File: src/rtl/alu_pkg.sv
// Shared types and constants for the ALU operand sequencer.
// Request bundle, opcode values and sequencer FSM states.
package alu_pkg;

  localparam int WIDTH  = 6;
  localparam int OPER_W = 2;
  localparam int FLAG_W = 4;

  typedef logic [OPER_W-1:0] oper_t;
  typedef logic [FLAG_W-1:0] flag_t;

  localparam oper_t OP0 = 2'd0;
  localparam oper_t OP1 = 2'd1;
  localparam oper_t OP2 = 2'd2;
  localparam oper_t OP3 = 2'd3;

  typedef struct packed {
    logic signed [WIDTH-1:0] arg0;
    logic signed [WIDTH-1:0] arg1;
    oper_t                   oper;
    logic                    chain;
  } req_t;

  typedef enum logic [1:0] {
    ST_IDLE,
    ST_EXEC,
    ST_RESP
  } state_t;

endpackage

File: src/rtl/alu_req_fifo.sv
// Request FIFO for the ALU sequencer.
// Full/empty derive from registered occupancy only.
module alu_req_fifo
  import alu_pkg::*;
#(
  parameter int DEPTH = 4
) (
  input  logic i_clk,
  input  logic i_rst_n,
  input  logic i_push,
  input  req_t i_data,
  input  logic i_pop,
  output req_t o_data,
  output logic o_full,
  output logic o_empty
);

  localparam int AW = $clog2(DEPTH);

  logic [AW-1:0] wr_q;
  logic [AW-1:0] rd_q;
  logic [AW:0]   cnt_q;
  req_t          mem_q [DEPTH];
  logic          push_ok;
  logic          pop_ok;

  assign o_full  = (cnt_q == (AW+1)'(DEPTH));
  assign o_empty = (cnt_q == '0);
  assign push_ok = i_push && !o_full;
  assign pop_ok  = i_pop && !o_empty;
  assign o_data  = mem_q[rd_q];

  always_ff @(posedge i_clk or negedge i_rst_n) begin
    if (!i_rst_n) begin
      wr_q  <= '0;
      rd_q  <= '0;
      cnt_q <= '0;
    end else begin
      if (push_ok)
        wr_q <= wr_q + 1'b1;
      if (pop_ok)
        rd_q <= rd_q + 1'b1;
      if (push_ok && !pop_ok)
        cnt_q <= cnt_q + 1'b1;
      else if (pop_ok && !push_ok)
        cnt_q <= cnt_q - 1'b1;
    end
  end

  // Storage needs no reset; occupancy gates every read.
  always_ff @(posedge i_clk) begin
    if (push_ok)
      mem_q[wr_q] <= i_data;
  end

endmodule

File: src/rtl/alu_op_sequencer.sv
// Initiator for the combinational ALU: queues requests, drives
// registered operands, captures result/flags, returns a response.
module alu_op_sequencer
  import alu_pkg::*;
#(
  parameter int WIDTH  = alu_pkg::WIDTH,
  parameter int OPER_W = alu_pkg::OPER_W,
  parameter int FLAG_W = alu_pkg::FLAG_W,
  parameter int DEPTH  = 4
) (
  input  logic              i_clk,
  input  logic              i_rst_n,
  input  logic              i_req_valid,
  output logic              o_req_ready,
  input  logic [WIDTH-1:0]  i_req_arg0,
  input  logic [WIDTH-1:0]  i_req_arg1,
  input  logic [OPER_W-1:0] i_req_oper,
  input  logic              i_req_chain,
  output logic [WIDTH-1:0]  o_alu_arg0,
  output logic [WIDTH-1:0]  o_alu_arg1,
  output logic [OPER_W-1:0] o_alu_oper,
  input  logic [WIDTH-1:0]  i_alu_result,
  input  logic [FLAG_W-1:0] i_alu_flag,
  output logic              o_rsp_valid,
  input  logic              i_rsp_ready,
  output logic [WIDTH-1:0]  o_rsp_result,
  output logic [FLAG_W-1:0] o_rsp_flag,
  output logic              o_busy
);

  state_t            state_q, state_d;
  logic [WIDTH-1:0]  arg0_q, arg1_q;
  logic [OPER_W-1:0] oper_q;
  logic [WIDTH-1:0]  res_q, acc_q;
  logic [FLAG_W-1:0] flag_q;
  logic              rvalid_q;

  logic              full, empty;
  logic              push, pop, cap;
  req_t              wr_req, head;
  logic [WIDTH-1:0]  arg0_d;

  assign wr_req.arg0  = i_req_arg0;
  assign wr_req.arg1  = i_req_arg1;
  assign wr_req.oper  = i_req_oper;
  assign wr_req.chain = i_req_chain;

  assign o_req_ready = !full;
  assign push        = i_req_valid && !full;

  alu_req_fifo #(
    .DEPTH (DEPTH)
  ) u_fifo (
    .i_clk   (i_clk),
    .i_rst_n (i_rst_n),
    .i_push  (push),
    .i_data  (wr_req),
    .i_pop   (pop),
    .o_data  (head),
    .o_full  (full),
    .o_empty (empty)
  );

  assign arg0_d = head.chain ? acc_q : head.arg0;

  always_comb begin
    state_d = state_q;
    pop     = 1'b0;
    cap     = 1'b0;
    unique case (state_q)
      ST_IDLE: begin
        if (!empty) begin
          pop     = 1'b1;
          state_d = ST_EXEC;
        end
      end
      ST_EXEC: begin
        cap     = 1'b1;
        state_d = ST_RESP;
      end
      ST_RESP: begin
        if (i_rsp_ready) begin
          if (!empty) begin
            pop     = 1'b1;
            state_d = ST_EXEC;
          end else begin
            state_d = ST_IDLE;
          end
        end
      end
      default: state_d = ST_IDLE;
    endcase
  end

  always_ff @(posedge i_clk or negedge i_rst_n) begin
    if (!i_rst_n) begin
      state_q  <= ST_IDLE;
      arg0_q   <= '0;
      arg1_q   <= '0;
      oper_q   <= '0;
      res_q    <= '0;
      acc_q    <= '0;
      flag_q   <= '0;
      rvalid_q <= 1'b0;
    end else begin
      state_q <= state_d;
      if (pop) begin
        arg0_q <= arg0_d;
        arg1_q <= head.arg1;
        oper_q <= head.oper;
      end
      if (cap) begin
        res_q    <= i_alu_result;
        acc_q    <= i_alu_result;
        flag_q   <= i_alu_flag;
        rvalid_q <= 1'b1;
      end else if (state_q == ST_RESP && i_rsp_ready) begin
        rvalid_q <= 1'b0;
      end
    end
  end

  assign o_alu_arg0   = arg0_q;
  assign o_alu_arg1   = arg1_q;
  assign o_alu_oper   = oper_q;
  assign o_rsp_valid  = rvalid_q;
  assign o_rsp_result = res_q;
  assign o_rsp_flag   = flag_q;
  assign o_busy       = !empty || (state_q != ST_IDLE);

endmodule

File: config.mk
export PLATFORM = sky130hd
export DESIGN_NAME = alu_op_sequencer
export DESIGN_NICKNAME = d
export VERILOG_FILES = /design/src/rtl/alu_pkg.sv /design/src/rtl/alu_req_fifo.sv /design/src/rtl/alu_op_sequencer.sv
export SDC_FILE = /design/constraint.sdc
export NUM_CORES = 1
export LEC_CHECK = 0
export ABC_AREA = 1
export BUFFER_PORTS_ARGS = -buffer_cell sky130_fd_sc_hd__buf_2
export CORE_MARGIN = 3
export CORE_UTILIZATION = 50
export DETAILED_ROUTE_END_ITERATION = 16
export GPL_TIMING_DRIVEN = 0
export HOLD_SLACK_MARGIN = 0.12
export PLACE_DENSITY = 0.71
export SLEW_MARGIN = 20
export SYNTH_ARGS = -nofsm -noshare
export SYNTH_HDL_FRONTEND = slang
export SYNTH_HIERARCHICAL = 1
export SYNTH_SLANG_ARGS = --single-unit
File: constraint.sdc
create_clock -name i_clk -period 4.8 [get_ports i_clk]
set_clock_uncertainty 0.05 [all_clocks]
set_input_delay 0.72 -clock i_clk [delete_from_list [all_inputs] [get_ports i_clk]]
set_output_delay 0.72 -clock i_clk [all_outputs]
set_load 0.005 [all_outputs]
==> results.json, run 1 <==
{
  "routed-wl-met3_um": 436,
  "yosysSeqAreaShare_pct": 65.2,
  "overflow": 0,
  "clk_pin_slew_ns": 0.09,
  "synth.distinct_cells": 22,
  "met1_length_um": 3740,
  "finalNetCount": 481,
  "p_total_w": 0.00302,
  "path_class": "flop to flop",
  "placed_cell_area_mm2": 0.00449,
  "switching_power_w": 0.00117,
  "finalSetupViolations": 0,
  "ios": 56,
  "clk_latency_ns": 0.35,
  "grt_pass1_vias": 2570,
  "start_util_pct": 52.1,
  "grt_pass1_wl_um": 12400,
  "final_cell_mix": "nand2_1 (140), edfxtp_1 (60), inv_1 (55), buf_2 (55), dfrtp_1 (34)",
  "grt_setup_unrepaired": "no",
  "cts.htree.levels": 3,
  "required_ns": 5.00,
  "synth_cells": 379,
  "detail_route.vias_per_cell": 4.84,
  "leakagePower_nw": 2.22,
  "synth_area_leaders": "edfxtp_1 (44%), dfrtp_1 (21%), nand2_1 (13%), inv_1 (5.1%), o211ai_1 (4.8%)",
  "yosysWarnings": 6,
  "start_kind": "flop",
  "cts_resized": 0,
  "seqCellArea_mm2": 0.00265,
  "cts_root_buffer": "clkbuf_8",
  "antenna_found_initial": 0,
  "hold_viol_final": 0,
  "final_common_cell": "nand2_1",
  "p_per_area_mw_per_mm2": 643,
  "final_area_mm2": 0.00469,
  "grt_usage_pct": 17.8,
  "synth_top_area_share_pct": 44.3,
  "wl_met2_um": 3650,
  "dp_hpwl_um": 5460,
  "pwr-share-seq_pct": 41.2,
  "setup_tns_ns": 0,
  "yosysTopAreaCell": "edfxtp_1",
  "hold_buffers": 0,
  "detailroute.via_count": 2678,
  "ant_nets": 0,
  "drive_gt1_share_pct": 23.3,
  "area_growth_pct": 15.3,
  "cts_buffer_depth": 2,
  "ys_ff_latch": 94,
  "port_buffers": 55,
  "clkPwrFrac_pct": 16.5,
  "drc": 0,
  "cts_buffers": 9,
  "max_slew.worst_pin.slew_ns": 0.925,
  "fmax_mhz": 411,
  "drv_slew": 0,
  "synthesis.nets": 414,
  "top_layer": "met4",
  "fp.coreArea_mm2": 0.00781,
  "internal-power_w": 0.00185,
  "gp_congestion": 0.749,
  "reg2reg_slack_ns": 2.37,
  "p_comb_share_pct": 42.2,
  "wl_per_cell_um": 14.3,
  "fin_cells": 553,
  "firstDrtPassIters": 4,
  "maxSlewHeadroom_pct": 38.3,
  "max-vdd-ir-drop_mv": 0.221,
  "multiInputGateArea_mm2": 0.00105,
  "drt_first_iter_violations": 117,
  "dieArea_mm2": 0.00925,
  "period_share_pct": 50.7,
  "cts_tree": "done",
  "placed_cells": 537,
  "cp.arrival_ns": 2.63,
  "hp-class": "input port to async pin",
  "critPathCaptureType": "flop",
  "grt_max_degree": 35,
  "core.rowCount": 32,
  "clkSinkCount": 94,
  "worstPathMaxFanout": 12,
  "syn_area_mm2": 0.00407,
  "cts_setup_buffers": 0,
  "switching_share_pct": 38.7,
  "die_w_um": 96.2,
  "max_cap_violations": 0,
  "fillers": 660,
  "die_h_um": 96.2,
  "drt_wl_total_um": 7900,
  "status": "completed",
  "fin_crit_ns": 2.43,
  "syn_avg_cell_area_um2": 10.7,
  "n_antenna_cell": 0
}
## power by group through the flow
| stage | Clock (W) | Combinational, W | Sequential, W |
|---|---|---|---|
| floorplan | 0 | 0.000871 | 0.00125 |
| global placement | 0 | 0.00123 | 0.00126 |
| detailed placement | 0 | 0.00128 | 0.00126 |
| CTS | 0.000513 | 0.00129 | 0.00125 |
| global route | 0.000541 | 0.00145 | 0.00127 |
| finish | 0.000499 | 0.00127 | 0.00124 |
## registers in the layout (all words and copies together), names as in the netlist, 2 cells and up
register and cells:
o_alu_arg1 6, u_fifo/mem_q 60, u_fifo/rd_q 2, u_fifo/wr_q 2
o_alu_arg0 6, state_q 2, o_rsp_flag 4, o_alu_oper 2
u_fifo/cnt_q 3, acc_q 6
## area by class of cell
class                      count  share of cell area, %
buffer                        14                   2.96
timing repair buffer          56                   6.19
clock inverter                 4                  0.614
clock buffer                  12                   3.55
tap                          102                   2.72
sequential                    94                   56.6
multi-input combinational    209                   22.3
inverter                      62                   5.07
## per-stage QoR
| step | util (%) | hold slack, ns | setup WS [ns] |
|---|---|---|---|
| final | 60.1 | 0.373 | 2.37 |
| after global routing | 60.1 | 0.423 | 2.17 |
| after CTS | 60.1 | 0.389 | 2.37 |
| after detailed placement | 57.6 | 0.410 | 2.36 |
| after global placement | 57.2 | 0.400 | 2.05 |
| after floorplan | - | 0.374 | 2.67 |
## worst max-delay path, stage by stage (launching register included)
cell     delay (ns)
dfrtp_1        0.44
inv_2          0.07
nand3_1        0.18
inv_1          0.17
inv_1          0.08
nand2_4        0.08
nor2_4         0.06
buf_6          0.15
nand2_1        0.09
ha_1           0.17
inv_1          0.07
fa_1           0.41
nand2_1        0.12
nand3_1        0.09
nand2_1        0.06
nand2_1        0.05
## Yosys cell counts
cell / instances
buf_4: 3
nor2_1: 7
nor2_4: 2
nand4_1: 1
nor2_2: 1
ha_1: 5
o211ai_2: 4
inv_1: 55
nand2_1: 140
nand2_4: 1
inv_2: 5
edfxtp_1: 60
inv_4: 2
buf_6: 10
clkbuf_1: 1
nand2_2: 2
dfrtp_1: 34
nand3_1: 9
o21ai_0: 9
xnor2_1: 1
fa_1: 1
o211ai_1: 26
## worst paths after layout
kind,startpoint,to,depth (start not counted)
setup / recovery,u_fifo/cnt_q[0]$_DFFE_PN0P_,u_fifo/cnt_q[2]$_DFFE_PN0P_,15
hold / removal,i_rst_n,u_fifo/cnt_q[1]$_DFFE_PN0P_,1
setup reg to reg,u_fifo/cnt_q[0]$_DFFE_PN0P_,u_fifo/cnt_q[2]$_DFFE_PN0P_,15
hold reg to reg,o_rsp_flag[3]$_DFFE_PN0P_,o_rsp_flag[3]$_DFFE_PN0P_,2
max in group asynchronous,i_rst_n,o_alu_arg0[4]$_DFFE_PN0P_,1
min in group i_clk,o_rsp_flag[3]$_DFFE_PN0P_,o_rsp_flag[3]$_DFFE_PN0P_,2
## kinds of logic (layout without fill, tap and decap cells)
logic type      count (synthesis)  in the layout  synth area share, %
simple gates                  163            163                 16.1
flops                          94             94                 65.2
buf+inv                        76            148                 9.26
compound gates                 39             39                 7.14
fa+ha+maj                       6              6                 2.03
xor+xnor                        1              1                0.215
## layer usage
layer / vias up / global-route usage (%)
li1: 1354 / -
met1: 1252 / 23.5
met2: 66 / 29.3
met3: 6 / 4.14
met4: 0 / 4.98
met5: - / 0
Power figures use the tool's default switching activity.
==> run 2, diff against run 1 <==
==> constraint.sdc (replaced) <==
create_clock -name i_clk -period 2.5 [get_ports i_clk]
set_clock_uncertainty 0.05 [all_clocks]
set_input_delay 0.375 -clock i_clk [delete_from_list [all_inputs] [get_ports i_clk]]
set_output_delay 0.375 -clock i_clk [all_outputs]
set_load 0.005 [all_outputs]
==> run 2 against run 1 <==
  * Worst setup slack worse by 2.2 ns
  * Largest cell class unchanged
  * Die area unchanged
  * Non-clock buffer count up 1
  * Routed wire length down 0.44%
  * Combinational power up 93%
  * Register-to-register slack worse by 2.2 ns
  * Utilization up 0.21 points
  * Via count down 0.19%
==> results.json, run 2 (synthesis gave the netlist of run 1 again) <==
{
  "critPathBufInv": 5,
  "gp_congestion": 0.749,
  "n_antenna_cell": 0,
  "cts_buffer_depth": 2,
  "r2r-start": "u_fifo/cnt_q[2]$_DFFE_PN0P_",
  "finalNetCount": 482,
  "ios": 56,
  "final_cell_mix": "nand2_1 (140), edfxtp_1 (60), inv_1 (55), buf_2 (55), dfrtp_1 (33)",
  "wl_per_cell_um": 14.2,
  "fin_crit_ns": 2.33,
  "drc": 0,
  "grt_pass1_vias": 2582,
  "clk_latency_ns": 0.35,
  "clkSinkCount": 94,
  "finalSetupViolations": 0,
  "placed_cell_area_mm2": 0.00449,
  "placed_cells": 537,
  "clk_pin_slew_ns": 0.09,
  "status": "completed",
  "core.rowCount": 32,
  "setup_slack_ns": 0.166,
  "hp-class": "input port to flop",
  "antenna_found_initial": 0,
  "p_per_area_mw_per_mm2": 1230,
  "regMostFlops": "u_fifo/mem_q",
  "pre_cts_ws_ns": 0.0738,
  "max-vdd-ir-drop_mv": 0.423,
  "required_ns": 2.69,
  "cts_tree": "done",
  "dieArea_mm2": 0.00925,
  "firstDrtPassIters": 4,
  "cts.htree.levels": 3,
  "critPathSlowestCell": "dfrtp_1",
  "port_buffers": 55,
  "ant_nets": 0,
  "final_area_mm2": 0.00471,
  "cp_top_family": "simple AND/OR/NAND/NOR gates",
  "die_w_um": 96.2,
  "drv_slew": 0,
  "worstPathCellList": "inv_1 > nand3_2 > inv_1 > inv_1 > nand2_4 > nor2_4 > buf_6 > nand2_1 > ha_1 > inv_1 > fa_1 > nand2_1 > nand3_1 > nand2_1 > nand2_1",
  "critPathCaptureType": "flop",
  "final_util_pct": 60.3,
  "grt_usage_pct": 17.8,
  "hp-start": "i_alu_result[3]",
  "drive_gt1_share_pct": 23.7,
  "final_common_cell": "nand2_1",
  "cp.arrival_ns": 2.53,
  "cts_setup_buffers": 0,
  "fmax_mhz": 429,
  "max_cap_violations": 0,
  "hold_viol_final": 0,
  "detailroute.via_count": 2673,
  "worstPathMaxFanout": 12,
  "grt_setup_unrepaired": "no",
  "area_growth_pct": 15.7,
  "cts_buffers": 9,
  "maxSlewHeadroom_pct": 39.6,
  "overflow": 0,
  "period_share_pct": 93.3,
  "cpPeakStageDelay_ns": 0.41,
  "dp_hpwl_um": 5460,
  "crit_start": "u_fifo/cnt_q[2]$_DFFE_PN0P_",
  "drt_first_iter_violations": 108,
  "max_slew.worst_pin.slew_ns": 0.905,
  "path_class": "flop to flop",
  "start_kind": "flop",
  "fin_cells": 554,
  "cts_root_buffer": "clkbuf_8",
  "detail_route.vias_per_cell": 4.82,
  "grt_pass1_wl_um": 12400,
  "die_h_um": 96.2,
  "start_util_pct": 52.1,
  "fp.coreArea_mm2": 0.00781,
  "leakagePower_nw": 2.22,
  "drt_wl_total_um": 7870,
  "largest_register_ffs": 60,
  "grt_max_degree": 35
}
run 2: routing by layer:
metal	GRT usage, %	part of all wire [%]	wire length (um)	vias to the layer above
met1	23.5	47	3670	1238
met2	29.4	46	3630	73
met3	4.14	6.5	509	6
met5	0	0	0	-
met4	4.98	0.79	62	0
li1	-	-	-	1356
run 2: timing repair:
item,CTS,global route
hold endpoints to repair,34,0
setup endpoints to repair,0,2
hold buffers,1,0
gates resized for setup,0,2
run 2: layout make-up:
type,instances,area [um2]
Buffer,14,139
Clock buffer,12,166
Clock inverter,4,28.8
Fill cell,660,3100
Inverter,62,238
Multi-Input combinational cell,209,1050
Sequential cell,94,2650
Tap cell,102,128
Timing Repair Buffer,57,300
run 2: final timing paths:
kind,end,slack [ns],cells after the start
worst min-delay path,acc_q[3]$_DFFE_PN0P_,0.17,3
max in group asynchronous,u_fifo/cnt_q[0]$_DFFE_PN0P_,1.32,2
worst min register to register,o_rsp_flag[3]$_DFFE_PN0P_,0.42,2
worst max-delay path,u_fifo/cnt_q[2]$_DFFE_PN0P_,0.17,15
worst max register to register,u_fifo/cnt_q[2]$_DFFE_PN0P_,0.17,15
min in group asynchronous,u_fifo/cnt_q[1]$_DFFE_PN0P_,0.57,2
run 2: tightest hold or removal path: stages:
cell	delay, ns
buf_2	0.07
nand2_1	0.04
nand2_1	0.05
run 2: power by group:
group          leakage, nW  switching [W]  total, W  internal (W)
sequential           0.963       0.000228   0.00239       0.00216
clock               0.0937       0.000507  0.000957      0.000450
combinational         1.16        0.00151   0.00245      0.000943
run 2: metrics by stage:
step	setup TNS, ns	hold WS [ns]	power (W)
after global placement	-5.74	0.400	0.00477
final	0	0.167	0.00579
after CTS	0	0.158	0.00585
after detailed placement	0	0.410	0.00489
after floorplan	0	0.0294	0.00408
after global routing	0	0.160	0.00627
